File: config.mk
export PLATFORM = sky130hd
export DESIGN_NAME = phy_tx_serializer_flat
export DESIGN_NICKNAME = d
export VERILOG_FILES = /design/src/rtl/phy_tx_serializer_if.sv /design/src/rtl/phy_tx_serializer.sv /design/src/flat_wrapper.sv
export SDC_FILE = /design/constraint.sdc
export NUM_CORES = 1
export LEC_CHECK = 0
export ABC_AREA = 1
export CAP_MARGIN = 20
export CORE_ASPECT_RATIO = 0.7
export CORE_MARGIN = 2
export CORE_UTILIZATION = 39
export DETAILED_ROUTE_END_ITERATION = 8
export GPL_TIMING_DRIVEN = 1
export PLACE_DENSITY_LB_ADDON = 0.2
export SYNTH_ARGS = -nofsm -noshare
export SYNTH_HDL_FRONTEND = slang
export SYNTH_SLANG_ARGS = --single-unit
File: constraint.sdc
create_clock -name clk_32f -period 1.94 [get_ports clk_32f]
set_clock_uncertainty 0.15 [all_clocks]
set_input_delay 0.582 -clock clk_32f [delete_from_list [all_inputs] [get_ports clk_32f]]
set_output_delay 0.582 -clock clk_32f [all_outputs]
set_load 0.02 [all_outputs]
File: src/rtl/phy_tx_serializer_if.sv
// Lane-side handshake bundle for phy_tx_serializer: LANES words of WIDTH bits,
// each with its own valid/ready pair.
interface phy_tx_serializer_if #(
  parameter int LANES = 4,
  parameter int WIDTH = 8
);
  logic [LANES*WIDTH-1:0] data_in;
  logic [LANES-1:0]       valid_in;
  logic [LANES-1:0]       ready_out;

  modport master (output data_in, output valid_in, input ready_out);
  modport slave  (input data_in, input valid_in, output ready_out);
endinterface

File: src/rtl/phy_tx_serializer.sv
// Round-robin LANES-to-1 serializer, MSB first, with idle-symbol fill.
// Optional even-parity bit per slot when PHY_TX_PARITY_EN is defined.
module phy_tx_serializer #(
  parameter int              LANES      = 4,
  parameter int              WIDTH      = 8,
  parameter logic [WIDTH-1:0] IDLE_SYM  = WIDTH'(8'hBC),
  parameter int              INIT_WORDS = 4,
  localparam int             LSEL_W     = (LANES > 1) ? $clog2(LANES) : 1
) (
  input  logic              clk_32f,
  input  logic              reset,
  phy_tx_serializer_if.slave lanes,
  input  logic              inserter,
  output logic              data_out,
  output logic              IDLE_OUT,
  output logic [LSEL_W-1:0] lane_sel,
  output logic              frame_start
);

`ifdef PHY_TX_PARITY_EN
  localparam int SLOT = WIDTH + 1;
`else
  localparam int SLOT = WIDTH;
`endif
  localparam int CNT_W  = $clog2(SLOT);
  localparam int INIT_W = (INIT_WORDS > 1) ? $clog2(INIT_WORDS) : 1;
  localparam logic [CNT_W-1:0]  LAST_BIT  = CNT_W'(SLOT - 1);
  localparam logic [LSEL_W-1:0] LAST_LANE = LSEL_W'(LANES - 1);
  localparam logic [INIT_W-1:0] LAST_INIT = INIT_W'((INIT_WORDS > 0) ? INIT_WORDS - 1 : 0);

  // The reset condition itself is the RESET state; release lands directly in
  // INIT, or in RUN when no init words are configured.
  typedef enum logic {ST_INIT, ST_RUN} state_t;
  localparam state_t ST_AFTER_RESET = (INIT_WORDS == 0) ? ST_RUN : ST_INIT;

  state_t            state_reg, state_next;
  logic [CNT_W-1:0]  bit_cnt_reg;
  logic [INIT_W-1:0] init_cnt_reg;
  logic [LSEL_W-1:0] lane_idx_reg;
  logic [SLOT-1:0]   shift_reg;
  logic              idle_reg;
  logic              frame_reg;
  logic [LSEL_W-1:0] lane_sel_reg;

  logic              load;
  logic              serve;
  logic              xfer;
  logic [WIDTH-1:0]  lane_word [LANES];
  logic [WIDTH-1:0]  load_word;
  logic [SLOT-1:0]   load_frame;

  assign load = (bit_cnt_reg == LAST_BIT);

  always_ff @(posedge clk_32f or negedge reset) begin
    if (!reset) state_reg <= ST_AFTER_RESET;
    else        state_reg <= state_next;
  end

  always_comb begin
    state_next = state_reg;
    if (state_reg == ST_INIT && load && init_cnt_reg == LAST_INIT)
      state_next = ST_RUN;
  end

  always_comb begin
    serve = load && inserter && (state_reg == ST_RUN);
    xfer  = serve && lanes.valid_in[lane_idx_reg];
  end

  genvar gi;
  generate
    for (gi = 0; gi < LANES; gi++) begin : g_lane
      assign lane_word[gi]       = lanes.data_in[gi*WIDTH +: WIDTH];
      assign lanes.ready_out[gi] = serve && (lane_idx_reg == LSEL_W'(gi));
    end
  endgenerate

  assign load_word = xfer ? lane_word[lane_idx_reg] : IDLE_SYM;
`ifdef PHY_TX_PARITY_EN
  assign load_frame = {load_word, ^load_word};
`else
  assign load_frame = load_word;
`endif

  // Counter is preset to the last bit so the first edge after release loads.
  always_ff @(posedge clk_32f or negedge reset) begin
    if (!reset) begin
      bit_cnt_reg  <= LAST_BIT;
      init_cnt_reg <= '0;
      lane_idx_reg <= '0;
    end else begin
      bit_cnt_reg <= load ? '0 : bit_cnt_reg + CNT_W'(1);
      if (load && state_reg == ST_INIT)
        init_cnt_reg <= init_cnt_reg + INIT_W'(1);
      if (load && state_reg == ST_RUN)
        lane_idx_reg <= (lane_idx_reg == LAST_LANE) ? '0 : lane_idx_reg + LSEL_W'(1);
    end
  end

  always_ff @(posedge clk_32f or negedge reset) begin
    if (!reset) begin
      shift_reg    <= '0;
      idle_reg     <= 1'b0;
      lane_sel_reg <= '0;
      frame_reg    <= 1'b0;
    end else if (load) begin
      shift_reg    <= load_frame;
      idle_reg     <= !xfer;
      lane_sel_reg <= (state_reg == ST_RUN) ? lane_idx_reg : '0;
      frame_reg    <= (state_reg == ST_RUN) && (lane_idx_reg == '0);
    end else begin
      shift_reg    <= shift_reg << 1;
      frame_reg    <= 1'b0;
    end
  end

  assign data_out    = shift_reg[SLOT-1];
  assign IDLE_OUT    = idle_reg;
  assign lane_sel    = lane_sel_reg;
  assign frame_start = frame_reg;

endmodule
File: src/flat_wrapper.sv
// flat-port wrapper written by rule: the top's interface ports become plain ports
module phy_tx_serializer_flat 
#(
  parameter int              LANES      = 4,
  parameter int              WIDTH      = 8,
  parameter logic [WIDTH-1:0] IDLE_SYM  = WIDTH'(8'hBC),
  parameter int              INIT_WORDS = 4,
  localparam int             LSEL_W     = (LANES > 1) ? $clog2(LANES) : 1
)
  (clk_32f, reset, inserter, data_out, IDLE_OUT, lane_sel, frame_start, lanes_data_in, lanes_valid_in, lanes_ready_out);
  phy_tx_serializer_if #(.LANES(LANES), .WIDTH(WIDTH)) lanes_i ();
  input  logic clk_32f;
  input  logic reset;
  input  logic inserter;
  output logic data_out;
  output logic IDLE_OUT;
  output logic [LSEL_W-1:0] lane_sel;
  output logic frame_start;
  input wire logic [$bits(lanes_i.data_in)-1:0] lanes_data_in;
  input wire logic [$bits(lanes_i.valid_in)-1:0] lanes_valid_in;
  output wire logic [$bits(lanes_i.ready_out)-1:0] lanes_ready_out;
  assign lanes_i.data_in = lanes_data_in;
  assign lanes_i.valid_in = lanes_valid_in;
  assign lanes_ready_out = lanes_i.ready_out;
  phy_tx_serializer #(.LANES(LANES), .WIDTH(WIDTH), .IDLE_SYM(IDLE_SYM), .INIT_WORDS(INIT_WORDS)) u_core (.clk_32f(clk_32f), .reset(reset), .lanes(lanes_i), .inserter(inserter), .data_out(data_out), .IDLE_OUT(IDLE_OUT), .lane_sel(lane_sel), .frame_start(frame_start));
endmodule
# After elaboration in Yosys (flattened, before gate mapping)
# Cells that the tools add are included.
dict set report op_classes {
  n_addsub 3
  magnitude_cmp 2
  eq_ne 5
  n_mux 11
  n_bitwise 2
  reduce_logical 13
}
# operator count
set ops {}
lappend ops {{8-bit two-way mux} 4}
lappend ops {{8-bit binary-select mux with 2-bit select} 1}
lappend ops {{1-bit logical AND} 11}
lappend ops {{2-bit == test (second input constant)} 3}
lappend ops {{2-bit by 1-bit adder with 2-bit output (second input constant)} 2}
lappend ops {{2-bit two-way mux} 2}
lappend ops {{3-bit by 1-bit adder with 3-bit output (second input constant)} 1}
lappend ops {{3-bit == test (second input constant)} 1}
lappend ops {{3-bit greater-or-equal comparator (second input constant)} 1}
lappend ops {{2-bit by 3-bit < comparator with 1-bit output (second input constant)} 1}
lappend ops {{3-bit two-way mux} 1}
lappend ops {{2-bit NOT with 3-bit output} 1}
lappend ops {{1-bit binary-select mux with 2-bit select} 1}
lappend ops {{2-bit by 1-bit == test with 1-bit output (second input constant)} 1}
lappend ops {{2-bit logical NOT} 1}
lappend ops {{1-bit two-way mux} 2}
lappend ops {{1-bit logical NOT} 1}
lappend ops {{1-bit NOT} 1}
dict set report totals {
  reg_bits 20
  in_bits 39
}

# Depth between registers and ports, before layout
# Gate-level depths: netlist of the first run.
dict set report logic_depth {
  ltp_word 6
  mapped_depth 8
  mapped_depth_nobuf 7
}

# Worst setup path after synthesis of the first run
# No wires, ideal clock.
dict set report synth_timing {
  path_kind {register to output}
  startpoint {reg u_core.bit_cnt_reg[0]}
  endpoint {out lanes_ready_out[0]}
  t_arrival_ps 1503
  setup_slack_ps -295
  stages_incl_launch_ff 7
  cell_sequence {dfstp_2 -> ha_1 -> ha_1 -> nand2_1 -> nor2_4 -> inv_2 -> nor2_1}
}
dict set report synth_via {
  elab_chain_len 4
}
# element line_no
set synth_rtl {}
lappend synth_rtl {{from (decl)} phy_tx_serializer.sv:37} ;# logic [CNT_W-1:0] bit_cnt_reg;
lappend synth_rtl {{from (signal assigned)} phy_tx_serializer.sv:92} ;# bit_cnt_reg <= load ? '0 : bit_cnt_reg + CNT_W'(1);
lappend synth_rtl {{3-bit == test} phy_tx_serializer.sv:52} ;# assign load = (bit_cnt_reg == LAST_BIT);
lappend synth_rtl {{1-bit logical AND (2 in a row)} phy_tx_serializer.sv:66} ;# serve = load && inserter && (state_reg == ST_RUN);
lappend synth_rtl {{1-bit logical AND} phy_tx_serializer.sv:74} ;# assign lanes.ready_out[gi] = serve && (lane_idx_reg == LSEL_W'(gi));
lappend synth_rtl {{to (decl)} flat_wrapper.sv:21} ;# output wire logic [$bits(lanes_i.ready_out)-1:0] lanes_ready_out;
# No other way between the ends.

# Worst setup path after layout of the first run
dict set report layout_timing {
  startpoint {reg u_core.bit_cnt_reg[0]}
  endpoint {out lanes_ready_out[2]}
}
# The elaborated chain is that of the path after synthesis.

==> results.md, run 1 <==
- Post-route ant nets: 0
- Worst r2r src: u_core.bit_cnt_reg[0]
- Root Buffer: clkbuf_8
- Setup crit end kind: output port
- Initial DRC Count: 56
- CTS sink cnt: 20
- Max_cap viols: 0
- Worst r2r path cells: 9
- Setup TNS: -1.27 ns
- Largest net degree at the start of global routing: 21
- Post-CTS Hold Fix Bufs: 0
- Worst-path cell chain: ha_4 -> ha_4 -> nand2_4 -> nor2_4 -> inv_4 -> nor2_4 -> buf_6
- Startpoint types: register
- Rel. slew slack: 0.829
- Core box area: 2880 µm²
- Worst slew pin tran: 0.257 ns
- Crit path to: lanes_ready_out[2]
- Min cycle time layout: 2.26 ns
- Most frequent cells in the layout: 58 x nand2_1, 39 x clkdlybuf4s50_1, 18 x inv_1, 18 x nand3_1, 17 x dfrtp_1
- Max VDD drop: 0.394 mV
- CP max FO: 4
- Number of CTS-inserted buffers: 3
- Share of post-route cells with drive strength above 1: 0.188
- Leakage power: 0.956 nW
- Sequential Area: 504 µm²
- Critical register-to-register path endpoint: u_core.shift_reg[7]
- Multi-input logic area: 648 µm²
- Syn_nets: 211
- Nets: 270
- Hold Violations, Final: 0
- Ports: 48
- Netlist cell types: 20
- Pre-CTS WS: -0.764 ns
- GRT overflow: 0
- Syn Area/Cell: 7.36 µm²
- Synthesized cell area: 1210 µm²
- Worst path setup slack after routing: -0.322 ns
- Final setup fails: 4
- Number of global-route vias before repair: 1147
- Critical path arrival: 1.53 ns
- Vias after detailed routing: 1151
- First-pass GRT wire length: 4990 µm
- Die width: 70.7 µm
- Initial antenna violation count: 0
- Initial core utilization: 0.421
- Port buffer count: 47
- Crit-path slowest cell: dfstp_2
- Max frequency: 0.442 GHz
- CP required: 1.21 ns
- Overall die height: 50.7 µm
- Fillers: 244
- Die area: 3580 µm²
- DR DRC count: 0
- Max-slew violations: 0
- Status: finished, violations left
- Final HPWL DP: 2310 µm
- Total Routing Usage GR: 0.176
- Vias per cell: 4.44
- Post-synthesis sequential area ratio: 0.415
- Synth warnings: 0
- Clock transition at path regs: 0.07 ns
- Max reg flops: 8
- Yosys reg bits: 20
- Total Routed Length: 2820 µm
- Row Count: 16
- Worst-skew pair later-pin latency: 0.26 ns
- Final GP Congestion: 0.788
- PD cells: 451 nW/µm²
- DR WL/cell: 10.9 µm
- RSZ-0062 raised after global routing: true
- Hold Path Class: reg2reg
- Worst Setup SP: u_core.bit_cnt_reg[0]
- 1st-pass router iterations: 4
- Clock Tree Buf Depth: 2
- Area Overhead vs Synth: 57.2%
- Final worst path period share: 1.17
- Crit path kind: reg2out
- Flop-to-flop setup slack: 0.19 ns
- Syn Inst Count: 165
- CTS tree: done
- Leading cell type in the layout, fill and taps excluded: nand2_1
- CP max stage delay: 0.56 ns
- Antenna diodes: 0
- Failing checks: setup timing
- CTS H-tree depth: 1
metrics by stage:
| stage | std cells | hold WS (ns) | total power, mW | instance area (µm²) | util |
|---|---|---|---|---|---|
| finish | 259 | 0.308 | 0.861 | 1910 | 0.662 |
| global placement | 253 | 0.287 | 0.558 | 1830 | 0.635 |
| global route | 259 | 0.328 | 0.912 | 1910 | 0.662 |
| CTS | 259 | 0.306 | 0.870 | 1900 | 0.661 |
| floorplan | 165 | 0.136 | 0.465 | 1280 | - |
| detailed placement | 253 | 0.291 | 0.560 | 1830 | 0.635 |
layer usage:
metal	global-route usage	up-vias	wire length (µm)
li1	-	620	-
met1	0.231	500	1390
met2	0.291	29	1270
met3	0.0602	2	159
met4	0.0189	0	7
met5	0	-	0
layout make-up:
type / count / share of cell area
Multi-Input combinational cell: 118 / 0.339
Timing Repair Buffer: 60 / 0.301
Sequential cell: 20 / 0.264
Inverter: 21 / 0.0426
Clock buffer: 4 / 0.0288
Tap cell: 36 / 0.0236
repair_timing:
item / in CTS / in global routing
pin swaps: 4 / 0
gates resized for setup: 26 / 2
endpoints found under the setup margin: 6 / 6
setup buffers: 2 / 0
endpoints found under the hold margin: 0 / 0
worst min-delay path by stage:
stage	start	endpoint	slack, ns	cells after the start
after floorplan	reset	u_core.IDLE_OUT	0.14	0
after global placement	u_core.shift_reg[5]	u_core.shift_reg[6]	0.29	2
after detailed placement	u_core.shift_reg[5]	u_core.shift_reg[6]	0.29	2
after CTS	u_core.shift_reg[5]	u_core.shift_reg[6]	0.31	2
after global routing	u_core.shift_reg[5]	u_core.shift_reg[6]	0.33	2
final	u_core.shift_reg[5]	u_core.shift_reg[6]	0.31	2
logic make-up after synthesis:
group / count (synthesis) / share of synthesized area
fa+ha+maj: 7 / 0.0721
buf+inv: 27 / 0.103
mux: 1 / 0.00927
xor+xnor: 1 / 0.00721
flops: 20 / 0.415
simple gates: 99 / 0.352
compound gates: 10 / 0.0412
cell usage after synthesis:
master	count	area (µm²)
inv_2	3	11.3
buf_4	4	30.0
o21ai_0	2	10.0
ha_1	7	87.6
o21ai_1	5	25.0
buf_2	1	5.00
nand2_1	59	221
nor2_4	1	11.3
buf_6	1	11.3
inv_1	18	67.6
a21oi_1	3	15.0
dfrtp_1	17	425
dfstp_2	3	78.8
mux2_1	1	11.3
nand3_1	18	90.1
xnor2_1	1	8.76
nand2_4	1	11.3
or2_2	5	31.3
nor2_1	14	52.6
nand3_2	1	10.0
power by group:
| part | internal (mW) | switching, mW | leakage [nW] | total [mW] |
|---|---|---|---|---|
| clock | 0.180 | 0.131 | 0.0288 | 0.311 |
| combinational | 0.0845 | 0.0405 | 0.697 | 0.125 |
| sequential | 0.424 | 0.00168 | 0.231 | 0.425 |
| total | 0.689 | 0.173 | 0.956 | 0.861 |
critical path: cells and delay by family, from the launching register on:
family / cells / cell delay, ns
adders and majority gates: 2 / 0.27
and+or+nand+nor: 3 / 0.25
buffers and inverters: 2 / 0.19
DFF: 1 / 0.56
Power figures use the tool's default switching activity.
==> run 2, diff against run 1 <==
Settings changed: CORE_UTILIZATION 39 to 30.
==> run 2 against run 1 <==
Net effect:
- the run still ends with setup timing left
- worst hold slack better by 0.0037 ns
- critical path depth unchanged
- non-clock buffer count unchanged
- register-to-register slack about the same
- count of clock-buffer cells in the layout down 1
- core utilization down 16 points
- flip-flop and latch count unchanged
- worst setup slack better by 0.00078 ns
- wire length down 3.0%
- critical endpoint is now lanes_ready_out[1]
==> results.md, run 2 (synthesis gave the netlist of run 1 again) <==
- Nets: 270 (unchanged)
- Number of CTS-inserted buffers: 3 (unchanged)
- Crit path kind: reg2out
- Initial DRC Count: 28 (-50%)
- Startpoint types: register
- Final worst path period share: 1.17 (about the same)
- Critical path arrival: 1.53 ns (about the same)
- Max_cap viols: 0 (unchanged)
- Final setup fails: 4 (unchanged)
- Leading cell type in the layout, fill and taps excluded: nand2_1
- Final GP Congestion: 0.762 (-3.4%)
- CP required: 1.21 ns (about the same)
- Ports: 48 (unchanged)
- Worst-skew pair later-pin latency: 0.26 ns (about the same)
- Endpoint, Worst Hold: u_core.shift_reg[6]
- Core box area: 3900 µm² (+35%)
- Hold Crit Depth: 2 (unchanged)
- Worst path setup slack after routing: -0.322 ns (+0.000777 ns)
- Most frequent cells in the layout: 58 x nand2_1, 40 x clkdlybuf4s50_1, 18 x inv_1, 18 x nand3_1, 17 x dfrtp_1
- Tightest hold margin: 0.312 ns (+0.00373 ns)
- Antenna diodes: 0 (unchanged)
- Final HPWL DP: 2230 µm (-3.3%)
- Overall die height: 57.2 µm (+13%)
- Worst slew pin tran: 0.241 ns (-0.0162 ns)
- Cells after DPL: 270 (+6.7%)
- Hold Path Class: reg2reg
- Hold Violations, Final: 0 (unchanged)
- Die width: 80.1 µm (+13%)
- Critical register-to-register path endpoint: u_core.shift_reg[2]
- Initial antenna violation count: 0 (unchanged)
- Max frequency: 0.442 GHz (about the same)
- Max-slew violations: 0 (unchanged)
- Failing checks: setup timing
- GRT overflow: 0 (unchanged)
- CTS H-tree depth: 1 (unchanged)
- Number of global-route vias before repair: 1144 (-0.26%)
- RSZ-0062 raised after global routing: true
- Worst r2r path cells: 9 (unchanged)
- Vias per cell: 4.35 (-2.2%)
- Min cycle time layout: 2.26 ns (-0.000777 ns)
- Clock Tree Buf Depth: 2 (unchanged)
- Share of post-route cells with drive strength above 1: 0.188 (unchanged)
- PD cells: 494 nW/µm² (+9.4%)
- Leakage power: 0.932 nW (-2.6%)
- Max VDD drop: 0.386 mV (-1.9%)
- Area Overhead vs Synth: 59.6%
- Port buffer count: 47 (unchanged)
- Total Routed Length: 2740 µm (-3.0%)
- Status: finished, violations left
- Post-route ant nets: 0 (unchanged)
- Max reg flops: 8 (unchanged)
- CTS tree: done
- Largest net degree at the start of global routing: 21 (unchanged)
- Worst r2r src: u_core.bit_cnt_reg[0]
- Die area: 4580 µm² (+28%)
- Flop-to-flop setup slack: 0.20 ns (about the same)
- 1st-pass router iterations: 4 (unchanged)
- Worst hold path startpoint: u_core.shift_reg[5]
- Root Buffer: clkbuf_8
- CTS sink cnt: 20 (unchanged)
- Row Count: 19 (+3)
- Total Routing Usage GR: 0.132 (-0.0441)
- Non-filler instance count after layout: 275 (+6.2%)
- Clock transition at path regs: 0.08 ns (about the same)
- Vias after detailed routing: 1195 (+3.8%)
- DR WL/cell: 9.95 µm (-8.7%)
- Initial core utilization: 0.312 (-0.110)
- Post-CTS Hold Fix Bufs: 0 (unchanged)
- Setup crit end kind: output port
- DR DRC count: 0 (unchanged)
- Rel. slew slack: 0.840 (+0.0108)
- CP max FO: 4 (unchanged)
- First-pass GRT wire length: 4800 µm (-3.9%)
## run 2: cell count changes in the layout (fill, tap and decap cells not counted)
cell	delta
bufinv_16	+1
dlymetal6s2s_1	-2
clkdlybuf4s50_1	+1
clkbuf_8	-1
dlygate4sd2_1	+1
## run 2: per-layer routing
layer | routed length [µm] | up-vias | part of all wire | GRT usage
met5 | 0 | - | 0 | 0
met4 | 0 | 0 | 0 | 0.0145
met3 | 173 | 0 | 0.063 | 0.0443
met2 | 1220 | 30 | 0.45 | 0.219
met1 | 1340 | 545 | 0.49 | 0.173
li1 | - | 620 | - | -
## run 2: how the worst max path moves through the flow
stage                                startpoint                  to  depth (start not counted)
after floorplan           u_core.bit_cnt_reg[1]  lanes_ready_out[0]                          6
after global placement                 inserter  lanes_ready_out[0]                          6
after detailed placement               inserter  lanes_ready_out[0]                          6
after CTS                 u_core.bit_cnt_reg[0]  lanes_ready_out[2]                          7
after global routing      u_core.bit_cnt_reg[0]  lanes_ready_out[1]                          7
final                     u_core.bit_cnt_reg[0]  lanes_ready_out[1]                          7
## run 2: what timing repair did
item,CTS,global route
pin swaps,4,0
endpoints found under the setup margin,7,4
resized for setup,27,0
buffers inserted,1,0
## run 2: worst max-delay path, stage by stage (launching register included)
cell and delay [ns]:
dfstp_2 0.56, ha_4 0.14, ha_4 0.14, nand2_4 0.06, nor2_4 0.11, inv_4 0.07
nor2_4 0.08, buf_6 0.11
## run 2: area by class of cell
| class | instances | area [µm²] |
|---|---|---|
| clock buffer | 3 | 41.3 |
| clock inverter | 1 | 30.0 |
| fill | 387 | 1960 |
| inverter | 21 | 81.3 |
| multi-input combinational | 118 | 648 |
| sequential | 20 | 504 |
| tap | 52 | 65.1 |
| timing repair buffer | 60 | 569 |
## run 2: power breakdown
part           internal, mW  switching (mW)
Clock                 0.275           0.133
Sequential            0.423         0.00172
Combinational        0.0845          0.0393
Total                 0.783           0.174
## run 2: per-stage QoR
step           setup slack, ns  TNS [ns]  total power, mW   util  area [µm²]
6_report                -0.322     -1.28            0.957  0.497        1940
5_1_grt                 -0.401     -1.55             1.00  0.497        1940
4_1_cts                 -0.333     -1.33            0.971  0.497        1940
3_5_place_dp            -0.763     -2.99            0.559  0.477        1860
3_3_place_gp            -0.746     -2.92            0.559  0.477        1860
2_1_floorplan           -0.138    -0.482            0.465      -        1280
